## config.mk

```make
export PLATFORM = sky130hd
export DESIGN_NAME = systolic_array_ctrl_flat
export DESIGN_NICKNAME = d
export VERILOG_FILES = /design/src/rtl/systolic_pkg.sv /design/src/rtl/systolic_array_ctrl_if.sv /design/src/rtl/systolic_array_ctrl_skew_buffer.sv /design/src/rtl/systolic_array_ctrl.sv /design/src/flat_wrapper.sv
export SDC_FILE = /design/constraint.sdc
export NUM_CORES = 1
export LEC_CHECK = 0
export CAP_MARGIN = 20
export CORE_ASPECT_RATIO = 1.4
export CORE_MARGIN = 10
export CORE_UTILIZATION = 40
export CTS_CLUSTER_SIZE = 25
export DETAILED_ROUTE_END_ITERATION = 8
export PLACE_DENSITY = 0.75
export SYNTH_ARGS = -nofsm -noshare
export SYNTH_HDL_FRONTEND = slang
export SYNTH_SLANG_ARGS = --single-unit
```

## constraint.sdc

```tcl
create_clock -name clk -period 2.47 [get_ports clk]
set_input_delay 0.3705 -clock clk [delete_from_list [all_inputs] [get_ports clk]]
set_output_delay 0.3705 -clock clk [all_outputs]
set_load 0.05 [all_outputs]
```

## src/rtl/systolic_pkg.sv

```systemverilog
// Shared definitions for the systolic tile: PE op codes, controller FSM states and a
// counter-width helper used by the controller and its bus interface.
package systolic_pkg;

    localparam logic [2:0] OP_NOP   = 3'b000;
    localparam logic [2:0] OP_MAC   = 3'b001;
    localparam logic [2:0] OP_CLEAR = 3'b010;
    localparam logic [2:0] OP_OUT   = 3'b100;

    typedef enum logic [2:0] {
        StIdle,
        StClear,
        StFeed,
        StDrain,
        StWrite,
        StDone
    } state_e;

    // Width of a counter that must hold 0..limit-1, never narrower than one bit.
    function automatic int unsigned cnt_width(input int unsigned limit);
        return (limit > 1) ? $clog2(limit) : 1;
    endfunction

endpackage

```

## src/rtl/systolic_array_ctrl_if.sv

```systemverilog
// Bus between the tile controller and its environment: start/done handshake, buffer
// read/write ports and the skewed array feed.
interface systolic_array_ctrl_if #(
    parameter int unsigned ARRAY_N   = 8,
    parameter int unsigned ARRAY_M   = 8,
    parameter int unsigned ACT_WIDTH = 8,
    parameter int unsigned WGT_WIDTH = 8,
    parameter int unsigned K_MAX     = 256
);
    localparam int unsigned KW = $clog2(K_MAX);
    localparam int unsigned AW = systolic_pkg::cnt_width(ARRAY_N);

    logic                           start;
    logic [KW:0]                    cfg_k;
    logic                           busy;
    logic                           done;
    logic                           ibuf_rd_en;
    logic [KW-1:0]                  ibuf_rd_addr;
    logic [ARRAY_N*ACT_WIDTH-1:0]   ibuf_rd_data;
    logic                           wbuf_rd_en;
    logic [KW-1:0]                  wbuf_rd_addr;
    logic [ARRAY_M*WGT_WIDTH-1:0]   wbuf_rd_data;
    logic [ARRAY_N*ACT_WIDTH-1:0]   act_data_set_out;
    logic [ARRAY_M*WGT_WIDTH-1:0]   wgt_data_set_out;
    logic [2:0]                     operation_signal_out;
    logic                           obuf_wr_en;
    logic [AW-1:0]                  obuf_wr_addr;

    // Controller side.
    modport master (
        input  start, cfg_k, ibuf_rd_data, wbuf_rd_data,
        output busy, done, ibuf_rd_en, ibuf_rd_addr, wbuf_rd_en, wbuf_rd_addr,
               act_data_set_out, wgt_data_set_out, operation_signal_out,
               obuf_wr_en, obuf_wr_addr
    );

    // Accelerator control, buffers and array side.
    modport slave (
        output start, cfg_k, ibuf_rd_data, wbuf_rd_data,
        input  busy, done, ibuf_rd_en, ibuf_rd_addr, wbuf_rd_en, wbuf_rd_addr,
               act_data_set_out, wgt_data_set_out, operation_signal_out,
               obuf_wr_en, obuf_wr_addr
    );

endinterface

```

## src/rtl/systolic_array_ctrl_skew_buffer.sv

```systemverilog
// Diagonal input skew: lane i delays its data and valid bit by i cycles and outputs
// zero whenever its delayed valid bit is low.
module skew_buffer #(
    parameter int unsigned LANES = 8,
    parameter int unsigned WIDTH = 8
) (
    input  logic                   clk,
    input  logic                   clr_ni,
    input  logic                   valid_i,
    input  logic [LANES*WIDTH-1:0] data_i,
    output logic [LANES*WIDTH-1:0] data_o
);

    for (genvar i = 0; i < LANES; i++) begin : g_lane
        if (i == 0) begin : g_pass
            assign data_o[WIDTH-1:0] = valid_i ? data_i[WIDTH-1:0] : '0;
        end else begin : g_dly
            logic [WIDTH-1:0] dat_q [i];
            logic [i-1:0]     vld_q;

            always_ff @(posedge clk) begin
                if (!clr_ni) begin
                    vld_q <= '0;
                    for (int j = 0; j < i; j++) dat_q[j] <= '0;
                end else begin
                    vld_q[0] <= valid_i;
                    dat_q[0] <= data_i[i*WIDTH +: WIDTH];
                    for (int j = 1; j < i; j++) begin
                        vld_q[j] <= vld_q[j-1];
                        dat_q[j] <= dat_q[j-1];
                    end
                end
            end

            assign data_o[i*WIDTH +: WIDTH] = vld_q[i-1] ? dat_q[i-1] : '0;
        end
    end

endmodule

```

## src/rtl/systolic_array_ctrl.sv

```systemverilog
// Tile sequencer: clear, feed k buffer rows through the input skew, drain the array,
// write ARRAY_N result rows to the output buffer, then pulse done.
module systolic_array_ctrl
    import systolic_pkg::*;
#(
    parameter int unsigned ARRAY_N      = 8,
    parameter int unsigned ARRAY_M      = 8,
    parameter int unsigned ACT_WIDTH    = 8,
    parameter int unsigned WGT_WIDTH    = 8,
    parameter int unsigned K_MAX        = 256,
    parameter int unsigned DRAIN_CYCLES = 2 * (ARRAY_N + ARRAY_M)
) (
    input logic                  clk,
    input logic                  reset,
    systolic_array_ctrl_if.master bus_io
);

    localparam int unsigned KW = $clog2(K_MAX);
    localparam int unsigned DW = cnt_width(DRAIN_CYCLES);
    localparam int unsigned WW = cnt_width(ARRAY_N);

    state_e        state_q, state_d;
    logic [KW:0]   k_q, k_d;
    logic [KW:0]   feed_cnt_q, feed_cnt_d;
    logic [DW-1:0] drain_cnt_q, drain_cnt_d;
    logic [WW-1:0] wr_cnt_q, wr_cnt_d;
    logic          rd_vld_q;
    logic [KW:0]   cfg_k_clamped;
    logic          rd_en;
    logic          wr_en;

    assign cfg_k_clamped = (bus_io.cfg_k > (KW+1)'(K_MAX)) ? (KW+1)'(K_MAX) : bus_io.cfg_k;

    always_comb begin
        state_d     = state_q;
        k_d         = k_q;
        feed_cnt_d  = '0;
        drain_cnt_d = '0;
        wr_cnt_d    = '0;
        unique case (state_q)
            StIdle: begin
                if (bus_io.start) begin
                    k_d     = cfg_k_clamped;
                    state_d = (cfg_k_clamped == '0) ? StDone : StClear;
                end
            end
            StClear: state_d = StFeed;
            StFeed: begin
                if (feed_cnt_q == k_q - 1'b1) state_d = StDrain;
                else                          feed_cnt_d = feed_cnt_q + 1'b1;
            end
            StDrain: begin
                if (drain_cnt_q == DW'(DRAIN_CYCLES - 1)) state_d = StWrite;
                else                                      drain_cnt_d = drain_cnt_q + 1'b1;
            end
            StWrite: begin
                if (wr_cnt_q == WW'(ARRAY_N - 1)) state_d = StDone;
                else                              wr_cnt_d = wr_cnt_q + 1'b1;
            end
            StDone:  state_d = StIdle;
            default: state_d = StIdle;
        endcase
    end

    always_ff @(posedge clk) begin
        if (!reset) begin
            state_q     <= StIdle;
            k_q         <= '0;
            feed_cnt_q  <= '0;
            drain_cnt_q <= '0;
            wr_cnt_q    <= '0;
            rd_vld_q    <= 1'b0;
        end else begin
            state_q     <= state_d;
            k_q         <= k_d;
            feed_cnt_q  <= feed_cnt_d;
            drain_cnt_q <= drain_cnt_d;
            wr_cnt_q    <= wr_cnt_d;
            rd_vld_q    <= rd_en;
        end
    end

    // All outputs decode from registered state; addresses are forced to 0 when idle.
    assign rd_en = (state_q == StFeed);
    assign wr_en = (state_q == StWrite);

    always_comb begin
        bus_io.operation_signal_out = OP_NOP;
        unique case (state_q)
            StClear:         bus_io.operation_signal_out = OP_CLEAR;
            StFeed, StDrain: bus_io.operation_signal_out = OP_MAC;
            StWrite:         bus_io.operation_signal_out = OP_OUT;
            default:         bus_io.operation_signal_out = OP_NOP;
        endcase
    end

    assign bus_io.busy         = (state_q != StIdle);
    assign bus_io.done         = (state_q == StDone);
    assign bus_io.ibuf_rd_en   = rd_en;
    assign bus_io.wbuf_rd_en   = rd_en;
    assign bus_io.ibuf_rd_addr = rd_en ? feed_cnt_q[KW-1:0] : '0;
    assign bus_io.wbuf_rd_addr = rd_en ? feed_cnt_q[KW-1:0] : '0;
    assign bus_io.obuf_wr_en   = wr_en;
    assign bus_io.obuf_wr_addr = wr_en ? wr_cnt_q : '0;

    skew_buffer #(
        .LANES (ARRAY_N),
        .WIDTH (ACT_WIDTH)
    ) u_act_skew (
        .clk     (clk),
        .clr_ni  (reset),
        .valid_i (rd_vld_q),
        .data_i  (bus_io.ibuf_rd_data),
        .data_o  (bus_io.act_data_set_out)
    );

    skew_buffer #(
        .LANES (ARRAY_M),
        .WIDTH (WGT_WIDTH)
    ) u_wgt_skew (
        .clk     (clk),
        .clr_ni  (reset),
        .valid_i (rd_vld_q),
        .data_i  (bus_io.wbuf_rd_data),
        .data_o  (bus_io.wgt_data_set_out)
    );

endmodule

```

## src/flat_wrapper.sv

```systemverilog
// flat-port wrapper written by rule: the top's interface ports become plain ports
module systolic_array_ctrl_flat import systolic_pkg::*;
#(
    parameter int unsigned ARRAY_N      = 8,
    parameter int unsigned ARRAY_M      = 8,
    parameter int unsigned ACT_WIDTH    = 8,
    parameter int unsigned WGT_WIDTH    = 8,
    parameter int unsigned K_MAX        = 256,
    parameter int unsigned DRAIN_CYCLES = 2 * (ARRAY_N + ARRAY_M)
)
  (clk, reset, bus_io_start, bus_io_cfg_k, bus_io_ibuf_rd_data, bus_io_wbuf_rd_data, bus_io_busy, bus_io_done, bus_io_ibuf_rd_en, bus_io_ibuf_rd_addr, bus_io_wbuf_rd_en, bus_io_wbuf_rd_addr, bus_io_act_data_set_out, bus_io_wgt_data_set_out, bus_io_operation_signal_out, bus_io_obuf_wr_en, bus_io_obuf_wr_addr);
  systolic_array_ctrl_if #(.ARRAY_N(ARRAY_N), .ARRAY_M(ARRAY_M), .ACT_WIDTH(ACT_WIDTH), .WGT_WIDTH(WGT_WIDTH), .K_MAX(K_MAX)) bus_io_i ();
  input logic clk;
  input logic reset;
  input wire logic [$bits(bus_io_i.start)-1:0] bus_io_start;
  input wire logic [$bits(bus_io_i.cfg_k)-1:0] bus_io_cfg_k;
  input wire logic [$bits(bus_io_i.ibuf_rd_data)-1:0] bus_io_ibuf_rd_data;
  input wire logic [$bits(bus_io_i.wbuf_rd_data)-1:0] bus_io_wbuf_rd_data;
  output wire logic [$bits(bus_io_i.busy)-1:0] bus_io_busy;
  output wire logic [$bits(bus_io_i.done)-1:0] bus_io_done;
  output wire logic [$bits(bus_io_i.ibuf_rd_en)-1:0] bus_io_ibuf_rd_en;
  output wire logic [$bits(bus_io_i.ibuf_rd_addr)-1:0] bus_io_ibuf_rd_addr;
  output wire logic [$bits(bus_io_i.wbuf_rd_en)-1:0] bus_io_wbuf_rd_en;
  output wire logic [$bits(bus_io_i.wbuf_rd_addr)-1:0] bus_io_wbuf_rd_addr;
  output wire logic [$bits(bus_io_i.act_data_set_out)-1:0] bus_io_act_data_set_out;
  output wire logic [$bits(bus_io_i.wgt_data_set_out)-1:0] bus_io_wgt_data_set_out;
  output wire logic [$bits(bus_io_i.operation_signal_out)-1:0] bus_io_operation_signal_out;
  output wire logic [$bits(bus_io_i.obuf_wr_en)-1:0] bus_io_obuf_wr_en;
  output wire logic [$bits(bus_io_i.obuf_wr_addr)-1:0] bus_io_obuf_wr_addr;
  assign bus_io_i.start = bus_io_start;
  assign bus_io_i.cfg_k = bus_io_cfg_k;
  assign bus_io_i.ibuf_rd_data = bus_io_ibuf_rd_data;
  assign bus_io_i.wbuf_rd_data = bus_io_wbuf_rd_data;
  assign bus_io_busy = bus_io_i.busy;
  assign bus_io_done = bus_io_i.done;
  assign bus_io_ibuf_rd_en = bus_io_i.ibuf_rd_en;
  assign bus_io_ibuf_rd_addr = bus_io_i.ibuf_rd_addr;
  assign bus_io_wbuf_rd_en = bus_io_i.wbuf_rd_en;
  assign bus_io_wbuf_rd_addr = bus_io_i.wbuf_rd_addr;
  assign bus_io_act_data_set_out = bus_io_i.act_data_set_out;
  assign bus_io_wgt_data_set_out = bus_io_i.wgt_data_set_out;
  assign bus_io_operation_signal_out = bus_io_i.operation_signal_out;
  assign bus_io_obuf_wr_en = bus_io_i.obuf_wr_en;
  assign bus_io_obuf_wr_addr = bus_io_i.obuf_wr_addr;
  systolic_array_ctrl #(.ARRAY_N(ARRAY_N), .ARRAY_M(ARRAY_M), .ACT_WIDTH(ACT_WIDTH), .WGT_WIDTH(WGT_WIDTH), .K_MAX(K_MAX), .DRAIN_CYCLES(DRAIN_CYCLES)) u_core (.clk(clk), .reset(reset), .bus_io(bus_io_i));
endmodule
```

==> flow_summary.toml <==
[floorplanning]
dieArea_mm2 = 0.0450
die_w_um = 182
rows = 83
coreArea_mm2 = 0.0366
die_y_um = 247
initial_core_util_pct = 40.3
pin_count = 295

[hold_path]
hp-class = "primary input to flip-flop"
hp-start = "reset"
whs_path_depth = 2

[placement]
hpwl_mm = 21.2
routabilityCongestion = 0.799
dp.cells = 1997
io_buffers = 294

[routing]
vias = 8827
routed_wl_mm = 29.6
drc = 0
drt_iter0_drc = 358
first_pass_iters = 4
vias_per_cell = 4.25
wl_per_cell_um = 14.3
ant_nets = 0

[synthesis]
synth_enable_flop_cells = 0
synth_area_mm2 = 0.0147
ys_seq_area_share_pct = 65.9
postSynthAreaPerCell_um2 = 11.3
syn_nets = 1450
ys.flop_type = "dfxtp_1"
syn_inst = 1304
postSynth.asyncResetShare_pct = 0
yosys_warnings = 0
ys_types = 46
ys_ff_latch = 485

[critical_path]
arrival_ns = 1.99
required_ns = 2.10
reg2reg_slack_ns = 0.51
crit_path_start_kind = "flip-flop"
timing.critical_path.buf_inv = 1
reg2reg_to = "u_core.feed_cnt_q[6]"
crit_start = "u_core.u_act_skew.g_lane[6].g_dly.vld_q[4]"
end_kind = "output pin"
criticalPathCategory = "flip-flop to output pin"
worstSetupEndpoint = "bus_io_wgt_data_set_out[43]"
crit_cells = 2
regToRegStartpoint = "u_core.k_q[0]"
crit_path_cell_trace = "and2_1 -> clkdlybuf4s50_1"
critical-path-slowest-cell = "clkdlybuf4s50_1"
worst-r2r-cell-count = 7
cpPeakStageDelay_ns = 0.80
crit_family = "buffers and inverters"
crit_path_max_fanout = 17

[power]
ir_worst_vdd_uv = 710
p_leak_nw = 8.46
fin_total_pwr_mw = 16.0
powerDensity_mw_per_mm2 = 826

[layout]
fillers = 3223
syn2layout_area_growth_pct = 31.6
final_cells = 2079
layout-drive-gt1-share_pct = 10.8
final_core_util_pct = 53.0
layout_commonest_cell = "and2_1"
final_cell_mix = "and2_1 (594), dfxtp_1 (484), clkdlybuf4s50_1 (151), buf_4 (84), dlygate4sd2_1 (57)"
fin_nets = 1722

[clock_tree]
numCtsBuffers = 44
worstSkewPairLatency_ns = 0.53
clkTransAtPathRegs_ns = 0.07
cts.sinks = 485
h-tree-depth = 2
cts_buffer_depth = 3
postCtsSetupRepairBufs = 0
cts_tree = "yes"
cts_root_buffer = "clkbuf_16"

[sta]
fin_tns_setup_ns = 0
finalSetupViolations = 0
period_minus_slack_ns = 2.36
finalHoldViolations = 0
slew_headroom_pct = 62.8
drv_slew = 0
clock_skew_ns = 0.00797
worst_pin_slew_ns = 0.558
finalCritPeriodShare_pct = 95.7
clock.fmax_ghz = 0.423
rsz0062_at_grt = "no"

[grt]
grt_util_met1_pct = 12.8
gr-total-overflow = 0
track_usage_pct = 12.5
grt_pass1_wl_mm = 45.6
grt_pass1_vias = 8724
grtUsageMet2_pct = 23.1
busiest_layer = "met2"
gr-usage-met3_pct = 3.82
antenna_found_initial = 4
grt_max_degree = 159

[job]
maxCapViolCount = 0

[outcome]
status = "completed"
## stage by stage
stage	area (um2)	worst slack, ns	hold slack [ns]
after floorplan	14700	0.198	0.412
after global placement	17900	0.507	0.413
after CTS	19400	0.0243	0.287
final	19400	0.107	0.278
after global routing	19400	0.00308	0.316
after detailed placement	17900	0.439	0.417
## sequential cells by signal, summed over array words and instances, names as in the netlist
name and flops:
u_core.u_wgt_skew.g_lane.g_dly.dat_q 224, u_core.drain_cnt_q 5, u_core.rd_vld_q 1, u_core.state_q 3, u_core.u_act_skew.g_lane.g_dly.vld_q 3, u_core.u_wgt_skew.g_lane.g_dly.vld_q 4, u_core.u_act_skew.g_lane.g_dly.dat_q 224, u_core.k_q 9
u_core.wr_cnt_q 3, u_core.feed_cnt_q 9
## layer usage
metal	wire (um)	share of wire (%)	vias up
li1	-	-	4549
met1	11300	38	3997
met2	15700	53	236
met3	2090	7.1	43
met4	579	2.0	2
met5	13	0.044	-
## worst register-to-register path, cell delays in order, from the launching register on
cell and delay (ns):
dfxtp_1 0.35, inv_1 0.07, ha_1 0.19, nor2b_1 0.27, nand2_2 0.10, o311a_2 0.41, a21oi_4 0.30, a211oi_1 0.14
## layout make-up
| cell class | count | area [um2] | area share, % |
|---|---|---|---|
| inverters | 9 | 33.8 | 0.174 |
| clock buffers | 65 | 1320 | 6.81 |
| clock inverters | 14 | 254 | 1.31 |
| multi-input cells | 734 | 4660 | 24.1 |
| diodes | 3 | 7.51 | 0.0387 |
| flip-flops and latches | 485 | 9710 | 50.1 |
| well taps | 467 | 584 | 3.01 |
| repair buffers | 302 | 2810 | 14.5 |
## what timing repair did
action,CTS,global route
gates resized for setup,59,3
setup endpoints to repair,73,3
hold buffers,0,0
## synth_stat cells, drive strengths merged, types with 3 or more instances
master  instances  area [um2]
clkbuf         62         233
a211oi          8        60.1
nor3b          11        82.6
or3             3        23.8
buf            14         105
and2          594        3720
nand3           6        30.0
xnor2           7        61.3
inv             9        33.8
nand2          10        40.0
xor2            9        78.8
a21oi          11        66.3
nor3            4        31.3
nor2           28         105
nand4           3        18.8
nand2b          3        18.8
ha              6        75.1
nand3b          3        26.3
and3            7        43.8
dfxtp         485        9710
## where the power goes
| group | switching (mW) | internal [mW] | total, mW |
|---|---|---|---|
| Combinational | 0.305 | 0.390 | 0.695 |
| Sequential | 0.0705 | 8.06 | 8.13 |
| Clock | 2.75 | 4.44 | 7.19 |
| Total | 3.12 | 12.9 | 16.0 |
## worst min-delay path by stage
stage,endpoint,slack (ns)
after floorplan,u_core.u_act_skew.g_lane[2].g_dly.dat_q[0][10],0.41
after global placement,u_core.u_act_skew.g_lane[7].g_dly.dat_q[5][0],0.41
after detailed placement,u_core.u_act_skew.g_lane[2].g_dly.dat_q[0][8],0.42
after CTS,u_core.u_wgt_skew.g_lane[5].g_dly.dat_q[0][3],0.29
after global routing,u_core.u_wgt_skew.g_lane[5].g_dly.dat_q[0][11],0.32
final,u_core.u_act_skew.g_lane[1].g_dly.dat_q[0][1],0.28
## kinds of logic (layout without fill, tap and decap cells)
kind of cell | after synthesis | in the layout | share of synthesized area, %
buffers and inverters | 85 | 390 | 2.52
flip-flops | 485 | 485 | 65.9
XOR/XNOR | 16 | 16 | 0.951
adder cells (fa/ha/maj) | 6 | 6 | 0.509
multiplexers | 2 | 2 | 0.144
AND/OR/NAND/NOR | 680 | 680 | 28.5
other | 0 | 3 | 0
AO/OA/AOI/OAI | 30 | 30 | 1.52
(Power assumes the default switching activity.)
